### config.mk
export PLATFORM = sky130hd
export DESIGN_NAME = msi_directory_controller
export DESIGN_NICKNAME = d
export VERILOG_FILES = /design/src/rtl/msi_directory_controller.sv
export SDC_FILE = /design/constraint.sdc
export NUM_CORES = 1
export LEC_CHECK = 0
export CORE_MARGIN = 3
export CORE_UTILIZATION = 48
export CTS_BUF_LIST = sky130_fd_sc_hd__clkbuf_4 sky130_fd_sc_hd__clkbuf_8
export CTS_CLUSTER_DIAMETER = 40
export DETAILED_ROUTE_END_ITERATION = 8
export GPL_ROUTABILITY_DRIVEN = 0
export PLACE_DENSITY = 0.88
export REMOVE_ABC_BUFFERS = 1
export SLEW_MARGIN = 20
export SYNTH_ARGS = -nofsm -noshare
export SYNTH_HDL_FRONTEND = slang
export SYNTH_SLANG_ARGS = --single-unit
export TNS_END_PERCENT = 20
### constraint.sdc
create_clock -name Clock -period 1.7 [get_ports Clock]
set_input_delay 0.34 -clock Clock [delete_from_list [all_inputs] [get_ports Clock]]
set_output_delay 0.34 -clock Clock [all_outputs]
set_load 0.05 [all_outputs]
### src/rtl/msi_directory_controller.sv
// MSI coherence engine: takes one access descriptor and works out the next cache 1, directory
// and cache 2 states, the bus message and the write-back flag over a fixed five-cycle sequence.
module msi_directory_controller #(
  parameter logic [2:0] ST_I = 3'b001,
  parameter logic [2:0] ST_S = 3'b010,
  parameter logic [2:0] ST_M = 3'b011
) (
  input  logic       Clock,
  input  logic       Reset,
  input  logic       Start,
  input  logic [1:0] WriteRead,
  input  logic [1:0] HitMiss,
  input  logic [2:0] stateCache,
  input  logic [2:0] stateDiretorio,
  input  logic [2:0] stateCache2,
  output logic [2:0] nextCache,
  output logic [2:0] nextDiretorio,
  output logic [2:0] nextCache2,
  output logic [1:0] Message,
  output logic       WriteBack,
  output logic       Busy,
  output logic       Done,
  output logic       Error,
  output logic [7:0] TxCount
);

  localparam logic [1:0] MSG_NONE = 2'b00;
  localparam logic [1:0] MSG_RM   = 2'b01;
  localparam logic [1:0] MSG_WM   = 2'b10;
  localparam logic [1:0] MSG_INV  = 2'b11;

  typedef enum logic [2:0] {IDLE, LOCAL, DIR, REMOTE, DONE} state_t;

  state_t state;
  logic   capWrite;
  logic   capHit;

  function automatic logic isLegal(input logic [2:0] s);
    return (s == ST_I) || (s == ST_S) || (s == ST_M);
  endfunction

  function automatic logic [2:0] normState(input logic [2:0] s);
    return isLegal(s) ? s : ST_I;
  endfunction

  // The next* registers double as the captured copies of the incoming states; each phase
  // overwrites only its own field, so untouched states simply read back unchanged.
  always_ff @(posedge Clock or posedge Reset) begin
    if (Reset) begin
      state         <= IDLE;
      capWrite      <= 1'b0;
      capHit        <= 1'b0;
      nextCache     <= ST_I;
      nextDiretorio <= ST_I;
      nextCache2    <= ST_I;
      Message       <= MSG_NONE;
      WriteBack     <= 1'b0;
      Busy          <= 1'b0;
      Done          <= 1'b0;
      Error         <= 1'b0;
      TxCount       <= 8'd0;
    end else begin
      Done <= 1'b0;
      case (state)
        IDLE: begin
          if (Start) begin
            state         <= LOCAL;
            Busy          <= 1'b1;
            capWrite      <= (WriteRead == 2'b01);
            capHit        <= (HitMiss == 2'b01);
            nextCache     <= normState(stateCache);
            nextDiretorio <= normState(stateDiretorio);
            nextCache2    <= normState(stateCache2);
            Message       <= MSG_NONE;
            WriteBack     <= 1'b0;
            Error         <= !isLegal(stateCache) || !isLegal(stateDiretorio) ||
                             !isLegal(stateCache2) || WriteRead[1] || HitMiss[1];
          end
        end
        LOCAL: begin
          state <= DIR;
          if (nextCache == ST_S) begin
            if (capWrite) begin
              nextCache <= ST_M;
              Message   <= capHit ? MSG_INV : MSG_WM;
            end else if (!capHit) begin
              Message <= MSG_RM;
            end
          end else if (nextCache == ST_M) begin
            if (!capHit) begin
              WriteBack <= 1'b1;
              if (capWrite) begin
                Message <= MSG_WM;
              end else begin
                nextCache <= ST_S;
                Message   <= MSG_RM;
              end
            end
          end else begin
            // An I line always misses, whatever HitMiss claimed.
            nextCache <= capWrite ? ST_M : ST_S;
            Message   <= capWrite ? MSG_WM : MSG_RM;
          end
        end
        DIR: begin
          state <= REMOTE;
          case (Message)
            MSG_RM:          nextDiretorio <= ST_S;
            MSG_WM, MSG_INV: nextDiretorio <= ST_M;
            default:         nextDiretorio <= nextDiretorio;
          endcase
        end
        REMOTE: begin
          state   <= DONE;
          Done    <= 1'b1;
          TxCount <= TxCount + 8'd1;
          if (nextCache2 == ST_M) begin
            if (Message == MSG_RM) begin
              nextCache2 <= ST_S;
              WriteBack  <= 1'b1;
            end else if (Message == MSG_WM) begin
              nextCache2 <= ST_I;
              WriteBack  <= 1'b1;
            end
          end else if (nextCache2 == ST_S && (Message == MSG_WM || Message == MSG_INV)) begin
            nextCache2 <= ST_I;
          end
        end
        DONE: begin
          state <= IDLE;
          Busy  <= 1'b0;
        end
        default: begin
          state <= IDLE;
          Busy  <= 1'b0;
        end
      endcase
    end
  end

endmodule
==> results.sh <==
export IMPL_fin_crit_ns=1.55
export IMPL_die_area_mm2=0.00348
export IMPL_wl_um=2910
export IMPL_dp_cells=203
export IMPL_hp_class="input pin to async pin"
export IMPL_io_pin_count=39
export IMPL_grt_pass1_wl_um=4860
export IMPL_p_switching_w=0.00158
export IMPL_die_x_um=59.0
export IMPL_viasPerCell=5.40
export IMPL_cts_max_level=1
export IMPL_grt_usage_pct=18.4
export IMPL_finalHoldViolCount=0
export IMPL_vdd_ir_drop_worst_v=0.00127
export IMPL_p_leak_nw=0.876
export IMPL_holdWs_ns=0.355
export IMPL_netlist_top_cells_count="dfrtp_1 (25), nand2_1 (15), nor2_1 (13), xnor2_1 (6)"
export IMPL_fill_cells=193
export IMPL_cts_tree="done"
export IMPL_grt_max_degree=29
export IMPL_start_util_pct=52.4
export IMPL_yosysMostFrequentCell="dfrtp_1"
export IMPL_ys_seq_area_share_pct=52.3
export IMPL_root_buffer="clkbuf_4"
export IMPL_setup_viol=0
export IMPL_clk_pin_slew_ns=0.15
export IMPL_drt_iter0_drc=49
export IMPL_numCtsBuffers=3
export IMPL_wl_per_cell_um=14.1
export IMPL_rsz0062_at_grt="no"
export IMPL_swShare_pct=46.3
export IMPL_avgSynthCellArea_um2=10.5
export IMPL_ys_ff_latch=28
export IMPL_period_share_pct=91.1
export IMPL_synth_area_leader_cell="dfrtp_1"
export IMPL_cts_resized=0
export IMPL_critPathKind="register to register"
export IMPL_yosys_area_top_type_share_pct=46.5
export IMPL_critPathSlowestCell="dfrtp_1"
export IMPL_ys_types=36
export IMPL_layout_drive_gt1_share_pct=26.6
export IMPL_num_nets_final=199
export IMPL_clockBufferDepth=2
export IMPL_utilization_pct=71.7
export IMPL_dieHeight_um=59.0
export IMPL_vias=1117
export IMPL_synth_area_leaders="dfrtp_1 (46%), dfstp_2 (5.9%), ha_1 (4.6%), nand2_1 (4.2%), xnor2_1 (3.9%)"
export IMPL_finClkSkew_ns=0.00947
export IMPL_drtPass1Iterations=6
export IMPL_route_detailed_drc=0
export IMPL_ff_latch_area_um2=704
export IMPL_worst_pin_slew_ns=0.366
export IMPL_p_per_area_mw_per_mm2=1860
export IMPL_synthToLayoutAreaGrowth_pct=36.7
export IMPL_fp_row_count=18
export IMPL_p_int_w=0.00184
export IMPL_combPwrFrac_pct=56.7
export IMPL_clock_latency_ns=0.34
export IMPL_dp_hpwl_um=2260
export IMPL_core_mm2=0.00257
export IMPL_cap_viol_max_count=0
export IMPL_cp_end_kind="register"
export IMPL_cp_max_fo=8
export IMPL_finalWorstSetupSlack_ns=0.151
export IMPL_drtAntennaViolNets=0
export IMPL_antenna_found_initial=0
export IMPL_clkPwrFrac_pct=8.9
export IMPL_ys_flop_type="dfrtp_1"
export IMPL_status="complete, no violations"
export IMPL_yosys_warnings=0
export IMPL_cts_sinks=28
export IMPL_grt_overflow=0
export IMPL_critPathArrivalTime_ns=1.81
export IMPL_slew_violations=0
export IMPL_portBuffers=38
export IMPL_critPathMostFrequentCell="and3b_1"
export IMPL_multi_input_area_um2=606
export IMPL_fmax_ghz=0.645
export IMPL_cts_hold_buf=0
export IMPL_grt_pass1_vias=1116
export IMPL_slowest_delay_ns=0.48
export IMPL_synth_edff_count=0
export IMPL_relSlewSlack_pct=75.6
export IMPL_crit_chain="and3b_1, and3b_1, o21ai_0, a221oi_2"
export IMPL_seq_power_share_pct=34.4
export IMPL_syn_cell_area_mm2=0.00135
export IMPL_cp_start_kind="register"
export IMPL_critPathRequiredTime_ns=1.96
export IMPL_async_flop_share_pct=100
export IMPL_diodes=0
export IMPL_synth_cells=128
export IMPL_instances_no_fill=207
export IMPL_pre_cts_slack_ns=-0.192
export IMPL_cts_setup_buffers=0
==> final cells by class <==
class / instances / share of cell area (%)
clock buffer: 4 / 1.63
inverter: 4 / 0.816
multi-input combinational: 93 / 32.9
sequential: 28 / 38.3
tap: 30 / 2.04
timing repair buffer: 48 / 24.3
==> flip-flops by register name, summed over array words and instances, names as in the netlist <==
| register | count |
|---|---|
| TxCount | 8 |
| nextCache2 | 3 |
| nextCache | 3 |
| nextDiretorio | 3 |
| state | 3 |
| Message | 2 |
| Busy | 1 |
| Done | 1 |
| Error | 1 |
| WriteBack | 1 |
| capHit | 1 |
| capWrite | 1 |
==> metrics by stage <==
stage / cell area (µm²) / total power (W) / setup TNS [ns]
final: 1840 / 0.00342 / 0
after global routing: 1840 / 0.00362 / 0
after CTS: 1840 / 0.00344 / 0
after detailed placement: 1810 / 0.00313 / -0.705
after global placement: 1810 / 0.00308 / -0.360
after floorplan: 1330 / 0.00235 / 0
==> critical path, delay by kind of cell, from the launching register on <==
| kind | cells | cell delay [ns] |
|---|---|---|
| AOI/OAI and AO/OA | 2 | 0.39 |
| DFF | 1 | 0.48 |
| and+or+nand+nor | 2 | 0.61 |
==> worst paths after layout <==
path                       cells after the start                           end  slack, ns              startpoint
min                                            3  nextDiretorio[1]$_DFFE_PP0P_       0.36                   Reset
min reg2reg                                    1        TxCount[7]$_DFFE_PP0P_       0.49  TxCount[7]$_DFFE_PP0P_
min in group Clock                             1        TxCount[7]$_DFFE_PP0P_       0.49  TxCount[7]$_DFFE_PP0P_
max reg2reg                                    4     nextCache2[0]$_DFFE_PP1P_       0.15    state[2]$_DFFE_PP0N_
max                                            4     nextCache2[0]$_DFFE_PP1P_       0.15    state[2]$_DFFE_PP0N_
max in group asynchronous                      3      nextCache[0]$_DFFE_PP1P_       1.03                   Reset
==> power groups by stage <==
stage / Clock (W) / Sequential [W] / Combinational, W
floorplan: 0 / 0.00172 / 0.000626
global placement: 0 / 0.00117 / 0.00190
detailed placement: 0 / 0.00119 / 0.00194
CTS: 0.000315 / 0.00118 / 0.00195
global route: 0.000334 / 0.00122 / 0.00207
finish: 0.000303 / 0.00118 / 0.00194
==> cells in the final DEF, fill, tap and decap left out <==
| master | count |
|---|---|
| a21o_1 | 1 |
| a21oi_1 | 5 |
| a221oi_2 | 1 |
| a22oi_1 | 1 |
| a31oi_1 | 3 |
| and2_1 | 3 |
| and3_1 | 2 |
| and3_4 | 1 |
| and3b_1 | 3 |
| buf_12 | 4 |
| buf_4 | 29 |
| clkbuf_4 | 4 |
| clkdlybuf4s50_1 | 15 |
| dfrtp_1 | 25 |
| dfstp_2 | 3 |
| ha_1 | 5 |
| inv_1 | 4 |
| mux2_2 | 3 |
| mux2i_1 | 1 |
| nand2_1 | 15 |
| nand2b_1 | 3 |
| nand2b_4 | 1 |
| nand3_1 | 1 |
| nand3b_1 | 2 |
| nand4_1 | 4 |
| nor2_1 | 13 |
| nor2b_1 | 2 |
| nor3_1 | 2 |
| nor3b_1 | 1 |
| nor4_1 | 2 |
| o211ai_1 | 1 |
| o21a_1 | 1 |
| o21ai_0 | 5 |
| o221a_2 | 1 |
| o22ai_1 | 2 |
| or3_1 | 1 |
| xnor2_1 | 6 |
| xor2_1 | 1 |
==> metal layers <==
metal / part of all wire [%] / global-route usage, % / up-vias
li1: - / - / 544
met2: 50 / 32.8 / 43
met4: 1.4 / 6.80 / 0
met5: 0 / 0 / -
met3: 6.7 / 3.73 / 3
met1: 42 / 21.7 / 527
==> logic make-up after synthesis <==
kind of cell / after synthesis / synth area share [%]
AO/OA/AOI/OAI: 21 / 10.2
XOR/XNOR: 7 / 4.55
adder cells (fa/ha/maj): 5 / 4.65
buffers and inverters: 7 / 2.69
flip-flops: 28 / 52.3
multiplexers: 4 / 3.25
AND/OR/NAND/NOR: 56 / 22.3
(Power assumes the default switching activity.)
